**src/rtl/hazard_pkg.sv**
```systemverilog
// Shared definitions for the pipeline hazard controller.
// State encoding and the default mul/div hold length live here so that the
// controller and any future users agree on them.
package hazard_pkg;

   // Controller states: RUN is normal flow, MD_BUSY holds EX for a mul/div.
   typedef enum logic {
      RUN     = 1'b0,
      MD_BUSY = 1'b1
   } hz_state_e;

   // Default EX-stage hold length for a multiply/divide, in cycles (2..15).
   localparam int MD_CYCLES_DEF = 4;

   // Width of the mul/div down-counter; must hold MD_CYCLES-1 up to 14.
   localparam int MD_CNT_W = 4;

endpackage

```
**src/rtl/md_stall_counter.sv**
```systemverilog
// Loadable 4-bit down-counter that paces a mul/div stall.
// Latency: load/decrement take effect on the next rising edge; last is combinational.
// No backpressure: the counter moves whenever dec is high and never wraps below 0.
import hazard_pkg::*;

module md_stall_counter (
   input  logic                Clk,
   input  logic                Rst,
   input  logic                load,
   input  logic [MD_CNT_W-1:0] load_val,
   input  logic                dec,
   output logic [MD_CNT_W-1:0] cnt,
   output logic                last
);

   logic [MD_CNT_W-1:0] cnt_q;
   logic [MD_CNT_W-1:0] cnt_d;

   // Next count: load wins over decrement; decrement stops at zero.
   always_comb begin
      cnt_d = cnt_q;
      if (load) begin
         cnt_d = load_val;
      end else if (dec && (cnt_q != '0)) begin
         cnt_d = cnt_q - MD_CNT_W'(1);
      end
   end

   // Count register with synchronous reset.
   always_ff @(posedge Clk) begin
      if (Rst) begin
         cnt_q <= '0;
      end else begin
         cnt_q <= cnt_d;
      end
   end

   assign cnt  = cnt_q;
   // Terminal flag: the current cycle is the final MD_BUSY cycle.
   assign last = (cnt_q == MD_CNT_W'(1));

endmodule

```
**src/rtl/hazard_ctrl.sv**
```systemverilog
// Pipeline hazard controller: load-use bubbles, taken-branch flushes and, when
// HAZARD_MD_STALL_EN is defined, a MD_CYCLES-long EX hold for mul/div.
// Outputs are combinational from state and inputs; the stall counter saturates.
import hazard_pkg::*;

module hazard_ctrl #(
   parameter int MD_CYCLES = MD_CYCLES_DEF,
   parameter int CNT_W     = 8
) (
   input  logic             Clk,
   input  logic             Rst,
   input  logic [4:0]       Rs_ID,
   input  logic [4:0]       Rt_ID,
   input  logic [4:0]       Rt_EX,
   input  logic             MemRead_EX,
   input  logic             BranchTaken_EX,
   input  logic             MdStart_EX,
   output logic             PCWrite,
   output logic             IF_ID_Write,
   output logic             IF_ID_Flush,
   output logic             ID_EX_Flush,
   output logic             ID_EX_Hold,
   output logic             Busy,
   output logic [CNT_W-1:0] StallCnt
);

   hz_state_e        state_q;
   hz_state_e        state_d;
   logic [CNT_W-1:0] stall_cnt_q;
   logic [CNT_W-1:0] stall_cnt_d;
   logic             load_use;

   // A load writing $0 never creates a real dependency.
   assign load_use = MemRead_EX && (Rt_EX != 5'd0) &&
                     ((Rt_EX == Rs_ID) || (Rt_EX == Rt_ID));

`ifdef HAZARD_MD_STALL_EN
   logic                md_load;
   logic                md_dec;
   logic                md_last;
   logic [MD_CNT_W-1:0] md_cnt;

   md_stall_counter u_md_cnt (
      .Clk      (Clk),
      .Rst      (Rst),
      .load     (md_load),
      .load_val (MD_CNT_W'(MD_CYCLES - 1)),
      .dec      (md_dec),
      .cnt      (md_cnt),
      .last     (md_last)
   );

   // The count value itself is only needed through the terminal flag.
   logic unused_md_cnt;
   assign unused_md_cnt = ^md_cnt;
`else
   // Mul/div support is compiled out: the start strobe has no effect.
   logic unused_md;
   assign unused_md = MdStart_EX | (MD_CYCLES == 0);
`endif

   // Next state and all pipeline control outputs; branch > mul/div > load-use.
   always_comb begin
      state_d     = state_q;
      PCWrite     = 1'b1;
      IF_ID_Write = 1'b1;
      IF_ID_Flush = 1'b0;
      ID_EX_Flush = 1'b0;
      ID_EX_Hold  = 1'b0;
      Busy        = 1'b0;
`ifdef HAZARD_MD_STALL_EN
      md_load     = 1'b0;
      md_dec      = 1'b0;
`endif
      if (Rst) begin
         // Freeze fetch and bubble both stages while reset is held.
         state_d     = RUN;
         PCWrite     = 1'b0;
         IF_ID_Write = 1'b0;
         IF_ID_Flush = 1'b1;
         ID_EX_Flush = 1'b1;
      end else begin
         case (state_q)
`ifdef HAZARD_MD_STALL_EN
            MD_BUSY: begin
               // Branch, start and load-use are deliberately ignored here.
               PCWrite     = 1'b0;
               IF_ID_Write = 1'b0;
               ID_EX_Hold  = 1'b1;
               Busy        = 1'b1;
               md_dec      = 1'b1;
               if (md_last) begin
                  state_d = RUN;
               end
            end
`endif
            default: begin
               if (BranchTaken_EX) begin
                  IF_ID_Flush = 1'b1;
                  ID_EX_Flush = 1'b1;
`ifdef HAZARD_MD_STALL_EN
               end else if (MdStart_EX) begin
                  // The start cycle is the first of the MD_CYCLES held cycles.
                  PCWrite     = 1'b0;
                  IF_ID_Write = 1'b0;
                  ID_EX_Hold  = 1'b1;
                  md_load     = 1'b1;
                  state_d     = MD_BUSY;
`endif
               end else if (load_use) begin
                  PCWrite     = 1'b0;
                  IF_ID_Write = 1'b0;
                  ID_EX_Flush = 1'b1;
               end
            end
         endcase
      end
   end

   // Stall-cycle count: one per cycle with fetch frozen, saturating at all-ones.
   always_comb begin
      stall_cnt_d = stall_cnt_q;
      if (!PCWrite && (stall_cnt_q != '1)) begin
         stall_cnt_d = stall_cnt_q + CNT_W'(1);
      end
   end

   // State and performance counter registers with synchronous reset.
   always_ff @(posedge Clk) begin
      if (Rst) begin
         state_q     <= RUN;
         stall_cnt_q <= '0;
      end else begin
         state_q     <= state_d;
         stall_cnt_q <= stall_cnt_d;
      end
   end

   assign StallCnt = stall_cnt_q;

endmodule

```
**config.mk**
```make
export PLATFORM = sky130hd
export DESIGN_NAME = hazard_ctrl
export DESIGN_NICKNAME = d
export VERILOG_FILES = /design/src/rtl/hazard_pkg.sv /design/src/rtl/md_stall_counter.sv /design/src/rtl/hazard_ctrl.sv
export SDC_FILE = /design/constraint.sdc
export NUM_CORES = 1
export LEC_CHECK = 0
export CELL_PAD_IN_SITES_DETAIL_PLACEMENT = 1
export CELL_PAD_IN_SITES_GLOBAL_PLACEMENT = 2
export CORE_MARGIN = 2
export CORE_UTILIZATION = 33
export DETAILED_ROUTE_END_ITERATION = 10
export DONT_BUFFER_PORTS = 1
export PLACE_DENSITY = 0.77
export SLEW_MARGIN = 15
export SYNTH_ARGS = -nofsm -noshare
export SYNTH_HDL_FRONTEND = slang
export SYNTH_SLANG_ARGS = --single-unit
```
**constraint.sdc**
```tcl
create_clock -name Clk -period 4.5 [get_ports Clk]
set_input_delay 1.35 -clock Clk [delete_from_list [all_inputs] [get_ports Clk]]
set_output_delay 1.35 -clock Clk [all_outputs]
set_load 0.05 [all_outputs]
```
# == After elaboration in Yosys (flattened, before gate mapping) ==
# Index checks and enable logic that the tools add are counted.
# classes
eq_ne,3
n_addsub,1
muxes,8
n_reduce_logical,6
# ops
operator,count
5-bit == test,2
8-bit by 1-bit adder with 8-bit output (second input constant),1
1-bit 2-to-1 mux,8
8-bit inequality test (second input constant),1
5-bit nonzero test,1
1-bit logical AND,3
1-bit logical NOT,1
1-bit logical OR,1
# totals
word_cells,19
regBits,8
output_inout_bits,14

# == Depth between registers and ports, before layout ==
# Gate-level depths: netlist (run 1).
# depth
word_depth,8
ltp_mapped,7
ltp_nobuf,6

# == Least setup slack after synthesis (run 1) ==
# Ideal clock, no wire load.
# synth_timing
path_kind,input to output
start,input port Rt_EX[1]
end,output port PCWrite
t_arrival_ps,3404
stages,6
path_buffers,1
required_time_ps,3150
setup_slack_ps,-254
cell_sequence,or4_2 o21ai_2 or2_2 nor2_1 nor2_1 buf_4
# synth_between
elab_chain_cells,6
elab_cells_between_ends,9
# synth_lines
element,line,source
start: declaration,hazard_ctrl.sv:14,"input logic [4:0] Rt_EX,"
5-bit == test or 5-bit nonzero test (tied branches),"hazard_ctrl.sv:35, hazard_ctrl.sv:34",
1-bit logical OR or 1-bit logical AND (tied branches),"hazard_ctrl.sv:35, hazard_ctrl.sv:34",
1-bit logical AND *,hazard_ctrl.sv:34,assign load_use = MemRead_EX && (Rt_EX != 5'd0) &&
1-bit 2-to-1 mux * (3 in a row),-,
end: declaration,hazard_ctrl.sv:18,"output logic PCWrite,"
# Every way passes the cells marked *; elsewhere a longest branch is shown, timed or not.

# == Worst setup path in the final report (run 1) ==
# layout_timing
start,input port Rt_EX[3]
end,output port IF_ID_Write
# layout_between
elab_chain_cells,6
elab_cells_between_ends,9
# layout_lines
element,line,source
5-bit == test or 5-bit nonzero test (tied branches),"hazard_ctrl.sv:35, hazard_ctrl.sv:34",
1-bit logical OR or 1-bit logical AND (tied branches),"hazard_ctrl.sv:35, hazard_ctrl.sv:34",
1-bit logical AND *,hazard_ctrl.sv:34,
1-bit 2-to-1 mux *,hazard_ctrl.sv:110,end else if (load_use) begin
1-bit 2-to-1 mux *,hazard_ctrl.sv:98,if (BranchTaken_EX) begin
1-bit 2-to-1 mux *,hazard_ctrl.sv:75,if (Rst) begin
end: declaration,hazard_ctrl.sv:19,"output logic IF_ID_Write,"
# Marked as above.

==> metrics.txt, run 1 <==
synthesized area per cell 8.190 sq um; unrepaired setup endpoints after global routing false; Skew-Pair Late Insertion Delay 0.26 ns; Initial Util 0.3574; clk slew on worst S/H paths 0.06 ns; Post-synth EDFFs 0; endpoint class of the critical path output port; routability cong. 0.7096; Synth top area share 0.2540; Cell variety after synth 29; Synth Flop Type dfxtp_1; Final Cycle Share 0.9338; # setup viols final 0; vias per inst 5.262; Switching Share 0.2982; layout cells sized above 1 0.2051; critical path class input port to output port; # fillers 217; CTS buffer count 3; Worst EP arrival between 2 and 3 ns; Final ANT Viol Nets 0; Layout area overhead 7.937%; synth top area cells dfxtp_1 (25%), xor2_1 (14%), buf_4 (6.0%); Worst EP required 3.15 ns; Hold Path Class register to register; Cells after Synth 77; DRT Pass-1 Iters 3; H-Tree Depth 1; GRT overflow 0; setup total negative slack 0 ns; FFs w/ async S/R, synth 0; die width 47.72 um; number of buffers added on ports 0; register share of total power 0.448; vias in the first global route 455; combinational fraction of design power 0.197; post_cts resized 0; VDD IR-drop max 0.0001148 V; Longest Clk Path Bufs 2; first-pass GRT wire length around 2.1 mm; Psw between 40 and 50 uW; clock network power share 0.355; CTS tree yes; Worst-Margin Slew approximately 0.95 ns; top cells by count, synth xor2_1 (10), nor2_1 (9), dfxtp_1 (8); initial antenna violation count 0; total routed wirelength roughly 1.4 mm; Core ar. 1764 sq um; # diodes 0; Final Non-Filler Cells about 100; Global Route Usage Sum 0.1414; # rows 15; largest net degree at the start of global routing 14; postcts setup bufs 0; register bit total from synthesis 8; DRC Markers 0; initial drt markers 3; synth warn 0; placed insts 100; final slew viol count 0; Clock Skews 0.005058 ns; Seq/Total Area, Yosys 0.2540; fmax 238.0 MHz; final hold vios 0; post-route minimum period about 4.2 ns; Startpoint Class input port; most frequent cell after synthesis xor2_1; DIE AREA about 2300 sq um; cell area after synthesis 630.6 sq um; Slew HR 0.3653; Power Dens Cells 236.4 nW/um^2; # clock sinks 8; Lkg Pwr 0.0002295 uW; dpl hpwl 1.143 mm; Final #Nets 101; CTS Hold Bufs 0; cell taking the most area after synthesis dfxtp_1; DR WL/cell 13.76 um; max reg flops 8; CTS root buf clkbuf_4; Max-Cap Viols 0; Die Height 47.72 um; vias post-DR between 500 and 600; Max Fanout on Critical Path 13; run status finished, final reports clean; Ports 34; Int Pwr 112.9 uW
power groups by stage:
stage | logic [uW] | clock network, uW | registers (uW)
2_1_floorplan | 30.3 | 0 | 73.5
3_3_place_gp | 31.4 | 0 | 73.5
3_5_place_dp | 32.1 | 0 | 73.6
4_1_cts | 32.2 | 60.6 | 72.0
5_1_grt | 34.6 | 64.5 | 72.0
6_report | 31.7 | 57.2 | 72.0
cells by family (layout without fill, tap and decap cells):
| group | count (synthesis) | in the layout | synth area share |
|---|---|---|---|
| xor gates and xnor gates | 10 | 10 | 0.1389 |
| buffers and inverters | 6 | 6 | 0.06548 |
| adders and majority gates | 1 | 1 | 0.01984 |
| muxes | 4 | 4 | 0.06944 |
| AOI/OAI and AO/OA | 13 | 13 | 0.1528 |
| other | 1 | 2 | 0.005947 |
| DFF | 8 | 8 | 0.2540 |
| and+or+nand+nor | 34 | 34 | 0.2937 |
layer usage:
metal	wire length (um)	track usage	share of wire	vias up
li1	-	-	-	273
met1	632	0.1738	0.45	253
met2	672	0.2000	0.47	14
met3	103	0.09057	0.073	2
met4	8	0.04865	0.0056	0
met5	0	0	0	-
per-stage QoR:
step	utilization	worst slack [ns]	power, uW	instance area, sq um	hold WS (ns)
floorplan	-	0.01781	103.7	636.9	0.6925
global placement	0.3731	0.3164	104.9	658.1	0.7186
detailed placement	0.3731	0.2733	105.6	658.1	0.7341
CTS	0.3858	0.2720	164.8	680.7	0.7429
global route	0.3858	0.1149	171.1	680.7	0.7666
finish	0.3858	0.2980	160.9	680.7	0.7374
layout make-up:
| class | instances | area, sq um | share of cell area |
|---|---|---|---|
| clock buffers | 3 | 22.52 | 0.03309 |
| well taps | 25 | 31.28 | 0.04596 |
| repair buffers | 2 | 27.53 | 0.04044 |
| inverters | 1 | 3.754 | 0.005515 |
| multi-input cells | 64 | 435.4 | 0.6397 |
| flip-flops and latches | 8 | 160.2 | 0.2353 |
worst paths after layout:
| check | slack (ns) | depth (start not counted) | from | to |
|---|---|---|---|---|
| hold reg to reg | 0.74 | 2 | StallCnt[1] | StallCnt[1] |
| hold / removal | 0.74 | 2 | StallCnt[1] | StallCnt[1] |
| setup / recovery | 0.30 | 6 | Rt_EX[3] | IF_ID_Write |
| setup reg to reg | 2.29 | 6 | StallCnt[0] | StallCnt[7] |
cell usage in the layout, fill, tap and decap left out, drive strengths merged:
cell type / count
xor2: 10
nor2: 9
dfxtp: 8
nand2: 5
or4: 5
a21oi: 4
nor3: 3
o31ai: 3
nor2b: 3
mux2: 3
clkbuf: 3
or2: 2
nand2b: 2
nand3: 2
conb: 2
buf: 2
a22oi: 1
o21ai: 1
o21bai: 1
inv: 1
o41ai: 1
o21ba: 1
nor4: 1
a311o: 1
nor3b: 1
mux2i: 1
nand3b: 1
ha: 1
critical path: stages:
cell	delay, ns
xor2_1	0.15
nor3_1	0.09
a22oi_1	0.77
nor2_1	0.13
nor2_2	0.17
buf_12	0.19
Note: power is estimated with default switching activity, not from simulation.
==> run 2, diff against run 1 <==
--- a/config.mk
+++ b/config.mk
@@ -11,7 +11,9 @@
 export CORE_UTILIZATION = 33
 export DETAILED_ROUTE_END_ITERATION = 10
 export DONT_BUFFER_PORTS = 1
+export GPL_TIMING_DRIVEN = 0
 export PLACE_DENSITY = 0.77
+export RECOVER_POWER = 25
 export SLEW_MARGIN = 15
 export SYNTH_ARGS = -nofsm -noshare
 export SYNTH_HDL_FRONTEND = slang
==> run 2 against run 1 <==
Compared with the run above: power increased by 1.5%; critical path depth unchanged; first-iteration DRC count increased by 100%; final cell count increased by 2.9%; non-clock buffer count increased by 3; design area increased by 2.2%; maximum frequency decreased by 4.5%; clock-buffer cell count unchanged; combinational power increased by 6.3%; sequential power about the same; clock power increased by 0.9%; critical path type unchanged; largest cell class unchanged; largest power group unchanged.
==> metrics.txt, run 2 (same netlist as run 1, synthesis figures left out) <==
critical path's largest stage delay 0.66 ns (was 0.77 ns); # diodes 0 (unchanged); total routed wirelength 1.465 mm (was 1.417 mm); VDD IR-drop max 0.0001077 V (was 0.0001148 V); Final Non-Filler Cells 106 (was 103); Layout Utilization 0.3943 (was 0.3858); post-route minimum period 4.398 ns (was 4.202 ns); Startpoint Class input port (unchanged); CP Cell Sequence or4_2 -> o21ai_2 -> or2_2 -> nor2_1 -> nor2_4 -> buf_4 (was xor2_1 -> nor3_1 -> a22oi_1 -> nor2_1 -> nor2_2 -> buf_12); Clock Skews 0.002058 ns (was 0.005058 ns); CTS buffer count 3 (unchanged); first-pass GRT wire length 2.263 mm (was 2.104 mm); vias post-DR 553 (was 542); largest net degree at the start of global routing 11 (was 14); Global Route Usage Sum 0.1451 (was 0.1414); Lkg Pwr 0.0002417 uW (was 0.0002295 uW); Min-Delay Endpoint StallCnt[1] (unchanged); DIE AREA 2277 sq um (unchanged); unrepaired setup endpoints after global routing false (unchanged); R2R cell count 6 (unchanged); Final Cycle Share 0.9773 (was 0.9338); Initial Util 0.3574 (unchanged); Longest Clk Path Bufs 2 (unchanged); Worst EP arrival 3.05 ns (was 2.85 ns); WHS Path Cells 2 (unchanged); CTS root buf clkbuf_4 (unchanged); Max Fanout on Critical Path 5 (was 13); initial antenna violation count 0 (unchanged); fmax 227.4 MHz (was 238.0 MHz); setup total negative slack 0 ns (unchanged); Ports 34 (unchanged); # setup viols final 0 (unchanged); Core ar. 1764 sq um (unchanged); placed insts 103 (was 100); Power Dens Cells 234.8 nW/um^2 (was 236.4 nW/um^2); dpl hpwl 1.182 mm (was 1.143 mm); # rows 15 (unchanged); Layout area overhead 10.32% (was 7.937%); DRC Markers 0 (unchanged); die width 47.72 um (unchanged); clk slew on worst S/H paths 0.06 ns (about the same); final slew viol count 0 (unchanged); final hold vios 0 (unchanged); DR WL/cell 13.82 um (was 13.76 um); CTS Hold Bufs 0 (unchanged); H-Tree Depth 1 (unchanged); Slew HR 0.3422 (was 0.3653); layout cells sized above 1 0.2346 (was 0.2051); critical path class input port to output port (unchanged); Crit path max-delay family simple AND/OR/NAND/NOR gates (was compound AO/OA/AOI/OAI gates); RR Endpoint StallCnt[7] (unchanged); # clock sinks 8 (unchanged); Worst path depth 6 (unchanged); run status finished, final reports clean (unchanged); number of buffers added on ports 0 (unchanged); vias per inst 5.217 (was 5.262); Max-Cap Viols 0 (unchanged); vias in the first global route 536 (was 455); initial drt markers 6 (was 3); Worst EP required 3.15 ns (about the same); endpoint class of the critical path output port (unchanged); Final #Nets 104 (was 101); Power, Total 163.4 uW (was 160.9 uW); commonest non-fill, non-tap cell in the layout xor2_1 (unchanged); Worst-Margin Slew 0.9846 ns (was 0.9521 ns); hold wc startpoint StallCnt[1] (unchanged); Slowest-stage cell, CP or4_2 (was a22oi_1); Die Height 47.72 um (unchanged); CTS tree yes (unchanged); reg-to-reg startpoint StallCnt[0] (unchanged); GRT overflow 0 (unchanged); Hold Path Class register to register (unchanged); Final ANT Viol Nets 0 (unchanged); DRT Pass-1 Iters 4 (was 3); routability cong. 0.6884 (was 0.7096); max reg flops 8 (unchanged); Crit path buffers/inverters 1 (unchanged); commonest non-fill, non-tap cells in the layout xor2_1 (10), dfxtp_1 (8), nor2_1 (8) (unchanged); Skew-Pair Late Insertion Delay 0.26 ns (about the same); R2R setup slack 2.28 ns (was 2.29 ns)
## run 2: changes by cell type in the layout (fill, tap and decap cells not counted), sizes merged
cell | before | now
buf | 2 | 5
## run 2: final cells by class
class / instances / area, sq um
sequential: 8 / 160.2
fill: 224 / 1069
clock buffer: 3 / 22.52
buffer: 5 / 37.54
multi-input combinational: 64 / 440.4
tap: 25 / 31.28
inverter: 1 / 3.754
## run 2: how the worst max path moves through the flow
stage | end | slack (ns) | from
finish | PCWrite | 0.10 | Rt_EX[1]
detailed placement | PCWrite | -0.1 | Rt_EX[1]
floorplan | PCWrite | 0.02 | Rt_EX[1]
CTS | PCWrite | 0.09 | Rt_EX[1]
global route | PCWrite | 0.03 | Rt_EX[1]
global placement | PCWrite | -0.09 | Rt_EX[1]
## run 2: power by group
part | internal [uW] | switching (uW) | total, uW | leakage [uW]
logic | 11.8 | 21.9 | 33.7 | 0.000163
clock network | 30.7 | 27.0 | 57.7 | 0.0000138
registers | 71.0 | 0.974 | 72.0 | 0.0000644
total | 114 | 49.8 | 163 | 0.000242
## run 2: per-layer routing
metal | up-vias | share of wire | GRT usage
li1 | 276 | - | -
met1 | 260 | 0.42 | 0.1712
met2 | 17 | 0.50 | 0.2320
met3 | 0 | 0.077 | 0.07925
met4 | 0 | 0 | 0.03243
met5 | - | 0 | 0
## run 2: metrics by stage
stage	hold slack [ns]	area, sq um	setup slack (ns)
global placement	0.7147	668.1	-0.09070
detailed placement	0.7352	668.1	-0.09807
floorplan	0.6925	636.9	0.01781
CTS	0.7431	695.7	0.09003
finish	0.7389	695.7	0.1021
global route	0.7585	695.7	0.02839
## run 2: worst register-to-register path: stages (launching register included)
cell     delay [ns]
dfxtp_1        0.51
ha_1           0.33
nand2_1        0.11
nor2_1         0.08
or4_4          0.50
or4_1          0.47
a21oi_1        0.15
## run 2: what timing repair did
item                                    4_1_cts  5_1_grt
buffers inserted                              0        0
gates resized for setup                       1        0
endpoints found under the setup margin        1        0
==> run 3, diff against run 2 <==
--- a/config.mk
+++ b/config.mk
@@ -14,7 +14,6 @@
 export GPL_TIMING_DRIVEN = 0
 export PLACE_DENSITY = 0.77
 export RECOVER_POWER = 25
-export SLEW_MARGIN = 15
 export SYNTH_ARGS = -nofsm -noshare
 export SYNTH_HDL_FRONTEND = slang
 export SYNTH_SLANG_ARGS = --single-unit
==> results of run 3 <==
Final layout, timing and power as in run 2 (identical DEF).
